## config.mk

```make
export PLATFORM = sky130hd
export DESIGN_NAME = alu_scheduler
export DESIGN_NICKNAME = d
export VERILOG_FILES = /design/src/rtl/alu_ctrl_pkg.sv /design/src/rtl/rr_arbiter_2.sv /design/src/rtl/alu_scheduler.sv
export SDC_FILE = /design/constraint.sdc
export NUM_CORES = 1
export LEC_CHECK = 0
export ABC_AREA = 1
export CORE_UTILIZATION = 39
export CTS_CLUSTER_DIAMETER = 60
export DETAILED_ROUTE_END_ITERATION = 8
export GPL_TIMING_DRIVEN = 1
export PLACE_DENSITY = 0.77
export SLEW_MARGIN = 25
export SYNTH_ARGS = -nofsm -noshare
export SYNTH_HDL_FRONTEND = slang
export SYNTH_SLANG_ARGS = --single-unit
```

## constraint.sdc

```tcl
create_clock -name i_clk -period 1.6 [get_ports i_clk]
set_input_delay 0.4 -clock i_clk [delete_from_list [all_inputs] [get_ports i_clk]]
set_output_delay 0.4 -clock i_clk [all_outputs]
set_load 0.005 [all_outputs]
```

## src/rtl/alu_ctrl_pkg.sv

```systemverilog
// Shared types and constants for the ALU scheduler.
// FSM state encoding, opcode values, default widths.
package alu_ctrl_pkg;

  localparam int DATA_W_DEF = 12;
  localparam int INST_W_DEF = 3;

  localparam logic [2:0] OP_ADD    = 3'd0;
  localparam logic [2:0] OP_SUB    = 3'd1;
  localparam logic [2:0] OP_MUL    = 3'd2;
  localparam logic [2:0] OP_MAC    = 3'd3;
  localparam logic [2:0] OP_XNOR   = 3'd4;
  localparam logic [2:0] OP_RELU   = 3'd5;
  localparam logic [2:0] OP_MEAN   = 3'd6;
  localparam logic [2:0] OP_ABSMAX = 3'd7;

  typedef enum logic [1:0] {
    ST_IDLE  = 2'd0,
    ST_ISSUE = 2'd1,
    ST_WAIT  = 2'd2,
    ST_RESP  = 2'd3
  } state_e;

endpackage

```

## src/rtl/rr_arbiter_2.sv

```systemverilog
// Two-way round-robin arbiter with eligibility mask.
// Ports: i_req, i_elig, i_last (last winner) -> o_grant one-hot or zero.
module rr_arbiter_2
  import alu_ctrl_pkg::*;
(
  input  logic [1:0] i_req,
  input  logic [1:0] i_elig,
  input  logic       i_last,
  output logic [1:0] o_grant
);

  logic [1:0] cand;

  always_comb begin
    cand    = i_req & i_elig;
    o_grant = cand;
    // contention: the requester that did not win last time goes first
    if (cand == 2'b11) o_grant = i_last ? 2'b01 : 2'b10;
  end

endmodule

```

## src/rtl/alu_scheduler.sv

```systemverilog
// Shares one ALU between two requesters: round-robin, lock, watchdog.
// Ports: req valid/ready/a/b/inst/lock, ALU issue/result, one-hot response.
module alu_scheduler
  import alu_ctrl_pkg::*;
#(
  parameter int DATA_W  = DATA_W_DEF,
  parameter int INST_W  = INST_W_DEF,
  parameter int TIMEOUT = 8
) (
  input  logic                i_clk,
  input  logic                i_rst,
  input  logic [1:0]          i_req_valid,
  output logic [1:0]          o_req_ready,
  input  logic [2*DATA_W-1:0] i_req_a,
  input  logic [2*DATA_W-1:0] i_req_b,
  input  logic [2*INST_W-1:0] i_req_inst,
  input  logic [1:0]          i_req_lock,
  output logic                o_alu_valid,
  output logic [DATA_W-1:0]   o_alu_a,
  output logic [DATA_W-1:0]   o_alu_b,
  output logic [INST_W-1:0]   o_alu_inst,
  input  logic                i_alu_valid,
  input  logic [DATA_W-1:0]   i_alu_data,
  input  logic                i_alu_overflow,
  output logic [1:0]          o_rsp_valid,
  input  logic [1:0]          i_rsp_ready,
  output logic [DATA_W-1:0]   o_rsp_data,
  output logic                o_rsp_overflow,
  output logic                o_rsp_timeout
);

  localparam int CNT_W = $clog2(TIMEOUT);

  state_e              state_q, state_d;
  logic [DATA_W-1:0]   a_q, a_d;
  logic [DATA_W-1:0]   b_q, b_d;
  logic [INST_W-1:0]   inst_q, inst_d;
  logic                lock_q, lock_d;
  logic                own_q, own_d;
  logic [CNT_W-1:0]    cnt_q, cnt_d;
  logic [DATA_W-1:0]   data_q, data_d;
  logic                ovf_q, ovf_d;
  logic                to_q, to_d;
  logic                last_q, last_d;
  logic                lk_act_q, lk_act_d;
  logic                lk_own_q, lk_own_d;

  logic [1:0] elig;
  logic [1:0] grant;
  logic       rsp_on;

  assign elig = lk_act_q ? (lk_own_q ? 2'b10 : 2'b01) : 2'b11;

  rr_arbiter_2 u_arb (
    .i_req   (i_req_valid),
    .i_elig  (elig),
    .i_last  (last_q),
    .o_grant (grant)
  );

  always_comb begin
    state_d     = state_q;
    a_d         = a_q;
    b_d         = b_q;
    inst_d      = inst_q;
    lock_d      = lock_q;
    own_d       = own_q;
    cnt_d       = cnt_q;
    data_d      = data_q;
    ovf_d       = ovf_q;
    to_d        = to_q;
    last_d      = last_q;
    lk_act_d    = lk_act_q;
    lk_own_d    = lk_own_q;
    o_req_ready = 2'b00;
    unique case (state_q)
      ST_IDLE: begin
        // no handshake is offered while reset is held
        o_req_ready = grant & {2{~i_rst}};
        if (|grant) begin
          own_d   = grant[1];
          a_d     = grant[1] ? i_req_a[DATA_W +: DATA_W]
                             : i_req_a[0 +: DATA_W];
          b_d     = grant[1] ? i_req_b[DATA_W +: DATA_W]
                             : i_req_b[0 +: DATA_W];
          inst_d  = grant[1] ? i_req_inst[INST_W +: INST_W]
                             : i_req_inst[0 +: INST_W];
          lock_d  = grant[1] ? i_req_lock[1] : i_req_lock[0];
          state_d = ST_ISSUE;
        end
      end
      ST_ISSUE: begin
        cnt_d   = '0;
        state_d = ST_WAIT;
      end
      ST_WAIT: begin
        if (i_alu_valid) begin
          data_d  = i_alu_data;
          ovf_d   = i_alu_overflow;
          to_d    = 1'b0;
          state_d = ST_RESP;
        end else if (cnt_q == CNT_W'(TIMEOUT - 1)) begin
          data_d  = '0;
          ovf_d   = 1'b0;
          to_d    = 1'b1;
          state_d = ST_RESP;
        end else begin
          cnt_d = cnt_q + CNT_W'(1);
        end
      end
      ST_RESP: begin
        if (i_rsp_ready[own_q]) begin
          last_d   = own_q;
          // an expired transaction drops any lock request
          lk_act_d = lock_q & ~to_q;
          lk_own_d = own_q;
          state_d  = ST_IDLE;
        end
      end
      default: state_d = ST_IDLE;
    endcase
  end

  always_ff @(posedge i_clk) begin
    if (i_rst) begin
      state_q  <= ST_IDLE;
      a_q      <= '0;
      b_q      <= '0;
      inst_q   <= '0;
      lock_q   <= 1'b0;
      own_q    <= 1'b0;
      cnt_q    <= '0;
      data_q   <= '0;
      ovf_q    <= 1'b0;
      to_q     <= 1'b0;
      last_q   <= 1'b1;
      lk_act_q <= 1'b0;
      lk_own_q <= 1'b0;
    end else begin
      state_q  <= state_d;
      a_q      <= a_d;
      b_q      <= b_d;
      inst_q   <= inst_d;
      lock_q   <= lock_d;
      own_q    <= own_d;
      cnt_q    <= cnt_d;
      data_q   <= data_d;
      ovf_q    <= ovf_d;
      to_q     <= to_d;
      last_q   <= last_d;
      lk_act_q <= lk_act_d;
      lk_own_q <= lk_own_d;
    end
  end

  assign o_alu_valid    = (state_q == ST_ISSUE);
  assign o_alu_a        = o_alu_valid ? a_q : '0;
  assign o_alu_b        = o_alu_valid ? b_q : '0;
  assign o_alu_inst     = o_alu_valid ? inst_q : '0;
  assign rsp_on         = (state_q == ST_RESP);
  assign o_rsp_valid    = rsp_on ? (own_q ? 2'b10 : 2'b01) : 2'b00;
  assign o_rsp_data     = rsp_on ? data_q : '0;
  assign o_rsp_overflow = rsp_on & ovf_q;
  assign o_rsp_timeout  = rsp_on & to_q;

endmodule
```

; After elaboration in Yosys (flattened, before gate mapping)
; Index checks and enable logic that the tools add are counted.
[word_totals]
regBits = 51
wordCells = 72
input_bits = 76
[classes]
magnitude_cmp = 1
eq_ne = 10
addsub = 1
muxes = 31
n_bitwise = 7
n_reduce_logical = 9
[op_table]
columns = op, n
row1 = 12-bit 2-to-1 mux, 7
row2 = 2-bit 2-to-1 mux, 11
row3 = 3-bit 2-to-1 mux, 4
row4 = 2-bit one-hot mux with 4 select lines, 1
row5 = 1-bit 2-to-1 mux, 7
row6 = "2-bit == test, second input constant", 3
row7 = "2-bit != test, second input constant", 3
row8 = 3-bit one-hot mux with 2 select lines, 1
row9 = 2-bit AND reduction, 3
row10 = 3-bit AND reduction, 2
row11 = 2-bit bitwise AND, 2
row12 = 2-bit nonzero test, 2
row13 = "3-bit by 1-bit adder with 3-bit output, second input constant", 1
row14 = 1-bit bitwise AND, 3
row15 = "3-bit == test, second input constant", 1
row16 = "3-bit != test, second input constant", 1
row17 = "2-bit by 1-bit == test with 1-bit output, second input constant", 1
row18 = 2-bit zero test, 1
row19 = "1-bit by 2-bit < comparator with 1-bit output, second input constant", 1
row20 = "2-bit by 1-bit != test with 1-bit output, second input constant", 1
row21 = 1-bit inverter, 2
row22 = 2-bit OR reduction, 1

; Longest topological paths before layout
; Gate-level depths: netlist (run 1).
[logic_depth]
ltp_word = 8
depth_mapped = 11

; By module
; From an unflattened synthesis (run 1), not the netlist that was laid out.
[hier_totals]
hier_cells = 446
area_unflattened_um2 = 2742.6
[modules_own_cells]
columns = mod, seq_area_each_um2, cells_per_inst, area_each_um2, instances
row1 = alu_scheduler, 1021.0, 438, 2711.4, 1
row2 = rr_arbiter_2, 0.0, 8, 31.3, 1

; Worst setup path after synthesis (run 1)
; No wires, ideal clock.
[synth_timing]
kind = flip-flop to output port
start = register state_q[1]
end = output port o_alu_a[10]
slack_ns = -0.048
required_time_ns = 1.200
path_buffers = 2
path_stages_with_launch = 7
t_arrival_ns = 1.248
cell_sequence = dfxtp_1 inv_1 ha_1 clkbuf_1 clkbuf_1 nand2_1 inv_1
[synth_via]
elab_chain_cells = 2
[synth_lines]
columns = element, line
row1 = "start, declared", alu_scheduler.sv:34  ; state_e state_q, state_d;
row2 = "start signal, assigned", alu_scheduler.sv:140  ; state_q <= state_d;
row3 = 2-bit by 1-bit == test with 1-bit output, alu_scheduler.sv:156  ; assign o_alu_valid = (state_q == ST_ISSUE);
row4 = net o_alu_valid, alu_scheduler.sv:18  ; output logic o_alu_valid,
row5 = 12-bit 2-to-1 mux, alu_scheduler.sv:157  ; assign o_alu_a = o_alu_valid ? a_q : '0;
row6 = "end, declared", alu_scheduler.sv:19  ; output logic [DATA_W-1:0] o_alu_a,
; The timed path passes the listed nets, and every way through them passes these cells.

; Worst setup path in the final report (run 1)
[layout_timing]
start = register state_q[1]
end = output port o_alu_b[1]
[layout_via]
elab_chain_cells = 2
[layout_lines]
columns = element, line
row1 = 2-bit by 1-bit == test with 1-bit output, alu_scheduler.sv:156
row2 = 12-bit 2-to-1 mux, alu_scheduler.sv:158  ; assign o_alu_b = o_alu_valid ? b_q : '0;
row3 = "end, declared", alu_scheduler.sv:20  ; output logic [DATA_W-1:0] o_alu_b,
; Every way passes these cells.

==> results of run 1 <==
==> per-stage QoR <==
| step | setup TNS [ns] | setup WS, ns |
|---|---|---|
| 6_report | -6.98 | -0.301 |
| 5_1_grt | -9.60 | -0.364 |
| 4_1_cts | -8.60 | -0.308 |
| 3_5_place_dp | -15.22 | -0.520 |
| 3_3_place_gp | -13.19 | -0.501 |
| 2_1_floorplan | -0.961 | -0.0481 |
==> state kept, by name, summed over array words and instances (netlist names) <==
| register | flops |
|---|---|
| ovf_q | 1 |
| lock_q | 1 |
| data_q | 12 |
| state_q | 2 |
| lk_own_q | 1 |
| a_q | 12 |
| lk_act_q | 1 |
| to_q | 1 |
| b_q | 12 |
| own_q | 1 |
| inst_q | 3 |
| cnt_q | 3 |
| last_q | 1 |
==> kinds of logic after synthesis <==
| kind of cell | Yosys count |
|---|---|
| fa+ha+maj | 7 |
| compound gates | 53 |
| flops | 51 |
| simple gates | 225 |
| buf+inv | 142 |
==> worst max-delay path, cell delays in order, from the launching register on <==
cell and delay [ns]:
dfxtp_2 0.36, inv_2 0.06, ha_4 0.18, buf_12 0.14
buf_16 0.14, buf_12 0.13, nand2_4 0.05, inv_2 0.04
buf_6 0.10
==> placed cells by master (no fill, tap or decap) <==
cell type        netlist  final
dfxtp_2                0      2
inv_4                  0      2
nand2_2                2     23
a21oi_2               10     10
buf_2                  8     21
a21oi_1               40     40
dlymetal6s2s_1         0      1
nor3_2                 0      2
o211ai_1               1      1
nand3_1               90     88
ha_4                   0      3
clkinv_2               0      1
nand2_4                0     24
nand3_2                0      1
nand3_4                0      1
inv_2                  1     34
nor2_1                 8      6
inv_1                111     76
clkbuf_1              10      2
dfxtp_4                0      1
buf_8                  0      1
clkdlybuf4s50_1        0     72
buf_12                 1     10
buf_6                  6     42
buf_16                 0      2
dfxtp_1               51     48
dlygate4sd2_1          0      1
ha_1                   7      4
nand2_1              123     78
buf_4                  3     17
clkbuf_16              0      2
clkbuf_8               0      5
o21ai_1                1      2
nor2_2                 0      2
==> metal layers <==
metal  part of all wire [%]  wire length [um]  GRT usage (%)
met5                      0                 0              0
met4                    2.4               236           7.65
met3                    3.4               337           2.83
met2                     53              5220           41.0
met1                     42              4130           27.2
==> layout make-up <==
class | count | area share, %
sequential | 51 | 20.2
clock buffer | 7 | 1.50
timing repair buffer | 169 | 34.8
tap | 99 | 2.44
inverter | 112 | 8.36
clock inverter | 1 | 0.0984
multi-input combinational | 285 | 32.6
==> what timing repair did <==
item | in CTS | in global routing
setup buffers | 16 | 10
setup endpoints to repair | 46 | 53
pin swaps | 27 | 14
hold buffers | 0 | 0
cloned | 4 | 3
gates resized for setup | 253 | 103
==> where the power goes <==
part / leakage, nW / total (mW) / switching [mW] / internal, mW
sequential: 0.420 / 1.93 / 0.309 / 1.63
clock: 0.0422 / 0.724 / 0.416 / 0.308
combinational: 2.39 / 4.32 / 2.10 / 2.22
total: 2.85 / 6.98 / 2.82 / 4.16
==> worst min path at each step <==
stage / startpoint / endpoint / cells past startpoint / slack, ns
after floorplan: last_q / last_q / 2 / 0.45
after global placement: cnt_q[1] / cnt_q[1] / 2 / 0.45
after detailed placement: cnt_q[2] / cnt_q[2] / 2 / 0.46
after CTS: i_rst / cnt_q[2] / 3 / 0.46
after global routing: i_rst / lk_own_q / 3 / 0.48
final: i_rst / lk_own_q / 3 / 0.47
==> cells in the mapped netlist, drive strengths merged <==
master / count / area share, %
o21ai: 2 / 0.33
o211ai: 1 / 0.25
nor2: 8 / 1.0
dfxtp: 51 / 34
inv: 112 / 14
nor3: 2 / 0.33
clkbuf: 10 / 1.3
nand3: 90 / 15
nand2: 125 / 16
buf: 20 / 5.3
a21oi: 50 / 9.6
ha: 7 / 2.9
==> metrics.md, run 1 <==
| Metric | Value |
|---|---|
| Distinct cells, synth | `20` |
| Final hold slack | `0.470 ns` |
| Power Total | `6.98 mW` |
| Slew Limit Fails | `0` |
| Sink Count | `51` |
| Final Worst Setup Slack | `-0.301 ns` |
| ANT nets after route | `0` |
| Dpl hpwl | `5.95 mm` |
| DRT Pass-1 Iters | `4` |
| Final GP Congestion | `0.863` |
| PwrDens | `1370 nW/um^2` |
| Mux contribution to synthesized area | `0%` |
| Vias | `3483` |
| Chip width | `89.6 um` |
| Filler Cells Inserted | `570` |
| Share of layout cells above drive strength 1 | `33.0%` |
| Adder-Cell Fraction of Synth Area | `2.93%` |
| Via/cell ratio | `4.81` |
| Clock slew at the register clock pins of the worst setup and hold paths | `0.09 ns` |
| Seq cells post-synth | `51` |
| Reg area | `1030 sq um` |
| Compound-Gate Fraction of Synth Area | `10.2%` |
| Reg2reg start | `state_q[1]` |
| FF-to-FF setup slack | `0.03 ns` |
| CP required | `1.20 ns` |
| Worst R2R Path Depth | `11` |
| Slew HR | `68.0%` |
| Finish-stage setup viols | `46` |
| CP Capture Type | `primary output` |
| Skew final | `0.00384 ns` |
| Vias in the first global route | `3055` |
| Ant. Diodes | `0` |
| Failing checks | `setup timing` |
| Worst slew pin tran | `0.480 ns` |
| DRC Markers | `0` |
| Non-filler cells, final | `724` |
| GRT Util Overall | `22.5%` |
| Syn Std Cell Area | `2990 sq um` |
| Initial antenna violation count | `0` |
| Die Y | `89.6 um` |
| Design Area, Final | `5090 sq um` |
| IO Count | `122` |
| Period minus WS final | `1.90 ns` |
| Initial core utilization | `40.8%` |
| Critical Path Fanout Max | `5` |
| Critical path type | `reg -> out` |
| Htree depth | `2` |
| WL/cell | `13.7 um` |
| CTS Buf Count | `5` |
| CTS tree | `yes` |
| Footprint of the multi-input gates | `1660 sq um` |
| Finished Core Util | `69.4%` |
| Largest net degree at the start of global routing | `42` |
| Total grt overflow | `0` |
| Post-Synth XOR/XNOR Area | `0%` |
| CP arrival | `1.50 ns` |
| Clock Latency Late Sink | `0.30 ns` |
| Crit path to | `o_alu_b[1]` |
| Pleak | `2.85 nW` |
| CTS max path bufs | `2` |
| Dpl cell area | `4350 sq um` |
| Synth Area in Simple Gates | `32.2%` |
| # rows | `31` |
| Main combinational cell family by area after synthesis | `simple AND/OR/NAND/NOR gates` |
| Post-Route WL | `9.93 mm` |
| Max_cap viols | `0` |
| Root buffer cell | `clkbuf_8` |
| Final hold violation count | `0` |
| DIE AREA | `8030 sq um` |
| Drt initial violations | `146` |
| Syn nets | `561` |
| Final nets | `707` |
| First-pass GRT wire length | `14.0 mm` |
| RSZ-0062 raised after global routing | `yes` |
| Post-Synthesis Cells | `478` |
| Crit share post-route | `119%` |
| CP startpoint | `state_q[1]` |
| Fmax | `526 MHz` |
| RR Endpoint | `state_q[0]` |
| Synth Area per Inst | `6.26 sq um` |
| Area grow syn2layout | `69.9%` |
| Status | `complete, but fails checks` |
| Critical Path Source Type | `flop` |
| Sequential share of the synthesized area | `34.1%` |
| Min-Delay Path Class | `in -> reg` |
| Placed cells | `687` |
| Placeable Area | `7330 sq um` |
| Max VDD drop | `0.000759 V` |
| Ys Warns | `0` |
| Port Buf Inserts | `121` |
Power figures use the tool's default switching activity.
==> inputs of run 2 (changes only) <==
--- a/config.mk
+++ b/config.mk
@@ -6,11 +6,11 @@
 export NUM_CORES = 1
 export LEC_CHECK = 0
 export ABC_AREA = 1
-export CORE_UTILIZATION = 39
+export CORE_UTILIZATION = 47
 export CTS_CLUSTER_DIAMETER = 60
 export DETAILED_ROUTE_END_ITERATION = 8
 export GPL_TIMING_DRIVEN = 1
-export PLACE_DENSITY = 0.77
+export PLACE_DENSITY = 0.86
 export SLEW_MARGIN = 25
 export SYNTH_ARGS = -nofsm -noshare
 export SYNTH_HDL_FRONTEND = slang
==> constraint.sdc (replaced) <==
create_clock -name i_clk -period 2.46 [get_ports i_clk]
set_input_delay 0.615 -clock i_clk [delete_from_list [all_inputs] [get_ports i_clk]]
set_output_delay 0.615 -clock i_clk [all_outputs]
set_load 0.005 [all_outputs]
==> metrics.md, run 2 (same netlist as run 1, synthesis figures left out) <==
| Metric | Value |
|---|---|
| Clock slew at the register clock pins of the worst setup and hold paths | `0.10 ns` |
| Switching share of power | `39.4%` |
| CP required | `1.85 ns` |
| Share of layout cells above drive strength 1 | `7.41%` |
| Max_cap viols | `0` |
| Drt initial violations | `188` |
| Post-Route WL | `8.70 mm` |
| PwrDens | `810 nW/um^2` |
| Dpl hpwl | `6.11 mm` |
| Chip width | `81.8 um` |
| DRC Markers | `0` |
| Min-Delay Path Class | `reg -> reg` |
| Met2 GRT Util | `45.4%` |
| Largest net degree at the start of global routing | `36` |
| DRT Pass-1 Iters | `4` |
| CTS tree | `yes` |
| Finished Core Util | `73.0%` |
| Total grt overflow | `0` |
| Seq pwr share | `33.2%` |
| Period minus WS final | `2.38 ns` |
| Root buffer cell | `clkbuf_8` |
| Grt peak-use layer | `met2` |
| Design Area, Final | `4400 sq um` |
| Final hold violation count | `0` |
| Pint | `2.16 mW` |
| Critical Path Source Type | `flop` |
| Final Worst Setup Slack | `0.0804 ns` |
| Final hold slack | `0.482 ns` |
| Filler Cells Inserted | `477` |
| Fmax | `420 MHz` |
| Net Sw Power | `1.40 mW` |
| Initial antenna violation count | `0` |
| CP Capture Type | `primary output` |
| Vias | `3337` |
| Slew HR | `68.1%` |
| Area grow syn2layout | `46.9%` |
| ANT nets after route | `0` |
| Dpl cell area | `4230 sq um` |
| Grt met3 use | `4.11%` |
| Via/cell ratio | `4.99` |
| Status | `finished clean` |
| M1 GR Usage | `29.3%` |
| Slew Limit Fails | `0` |
| Critical path type | `reg -> out` |
| DIE AREA | `6690 sq um` |
| Initial core utilization | `49.7%` |
| GRT Util Overall | `24.9%` |
| Ant. Diodes | `0` |
| Clk pwr share | `16.8%` |
| Pleak | `2.28 nW` |
| Final nets | `676` |
| Finish-stage setup viols | `0` |
| Biggest regs | `a_q (12), b_q (12), data_q (12)` |
| IO Count | `122` |
| CTS max path bufs | `2` |
| Post-Place Worst Slack | `-0.118 ns` |
| Comb pwr share | `49.9%` |
| Final GP Congestion | `0.819` |
| WL/cell | `13.0 um` |
| Commonest cells after routing, fill and taps aside | `nand2_1, clkdlybuf4s50_1, inv_1` |
| CP arrival | `1.76 ns` |
| Htree depth | `2` |
| CTS Buf Count | `5` |
| CTS Hold Bufs | `0` |
| Crit share post-route | `96.7%` |
| FF-to-FF setup slack | `0.78 ns` |
| Leading cell type in the layout, fill and taps excluded | `nand2_1` |
| First-pass GRT wire length | `12.9 mm` |
| Clock Latency Late Sink | `0.30 ns` |
| Max VDD drop | `0.000491 V` |
| # rows | `28` |
| Skew final | `0.00667 ns` |
| Critical Path Fanout Max | `14` |
| Vias in the first global route | `2938` |
| Placeable Area | `6030 sq um` |
| Port Buf Inserts | `121` |
| Worst slew pin tran | `0.477 ns` |
| Sink Count | `51` |
| Die Y | `81.8 um` |
[run 2: routing by layer]
metal	routed length, um	vias up
met5	0	-
met1	3500	1527
met3	459	16
li1	-	1682
met2	4520	112
met4	225	0
[run 2: area by class of cell]
cell class,instances,area [sq um],area share [%]
multi-input combinational,285,1380,31.4
timing repair buffer,138,1360,31.0
sequential,51,1020,23.3
inverter,112,420,9.56
tap,75,93.8,2.13
clock buffer,5,68.8,1.56
clock inverter,3,47.5,1.08
[run 2: critical path, cell delays in order (launching register included)]
cell,delay [ns]
dfxtp_2,0.42
ha_4,0.20
buf_4,0.20
nand2_1,0.07
inv_1,0.06
clkdlybuf4s50_1,0.51
[run 2: repair_timing]
| action | 4_1_cts | 5_1_grt |
|---|---|---|
| resized for setup | 4 | 6 |
| gates cloned | 0 | 1 |
| pin swaps | 1 | 0 |
| endpoints found under the setup margin | 25 | 41 |
| setup buffers | 0 | 0 |
| hold endpoints to repair | 0 | 0 |
[run 2: path summary, 6_finish.rpt]
check / cells past startpoint / endpoint / from
worst min register to register: 2 / cnt_q[2] / cnt_q[2]
worst min-delay path: 2 / cnt_q[2] / cnt_q[2]
worst max register to register: 6 / cnt_q[1] / state_q[0]
worst max-delay path: 5 / o_rsp_data[6] / state_q[0]
[run 2: power by group through the flow]
| stage | logic [mW] | registers, mW | clock network [mW] |
|---|---|---|---|
| after detailed placement | 1.68 | 1.18 | 0 |
| after CTS | 1.69 | 1.17 | 0.612 |
| after global routing | 1.98 | 1.21 | 0.640 |
| final | 1.78 | 1.18 | 0.599 |
| after floorplan | 1.12 | 1.16 | 0 |
| after global placement | 1.62 | 1.17 | 0 |
[run 2: through the flow]
step / std cells / setup TNS (ns) / total power [mW]
final: 669 / 0 / 3.56
after detailed placement: 660 / -0.208 / 2.87
after global placement: 660 / -0.206 / 2.80
after floorplan: 478 / 0 / 2.28
after CTS: 668 / -0.127 / 3.47
after global routing: 669 / -0.00253 / 3.83
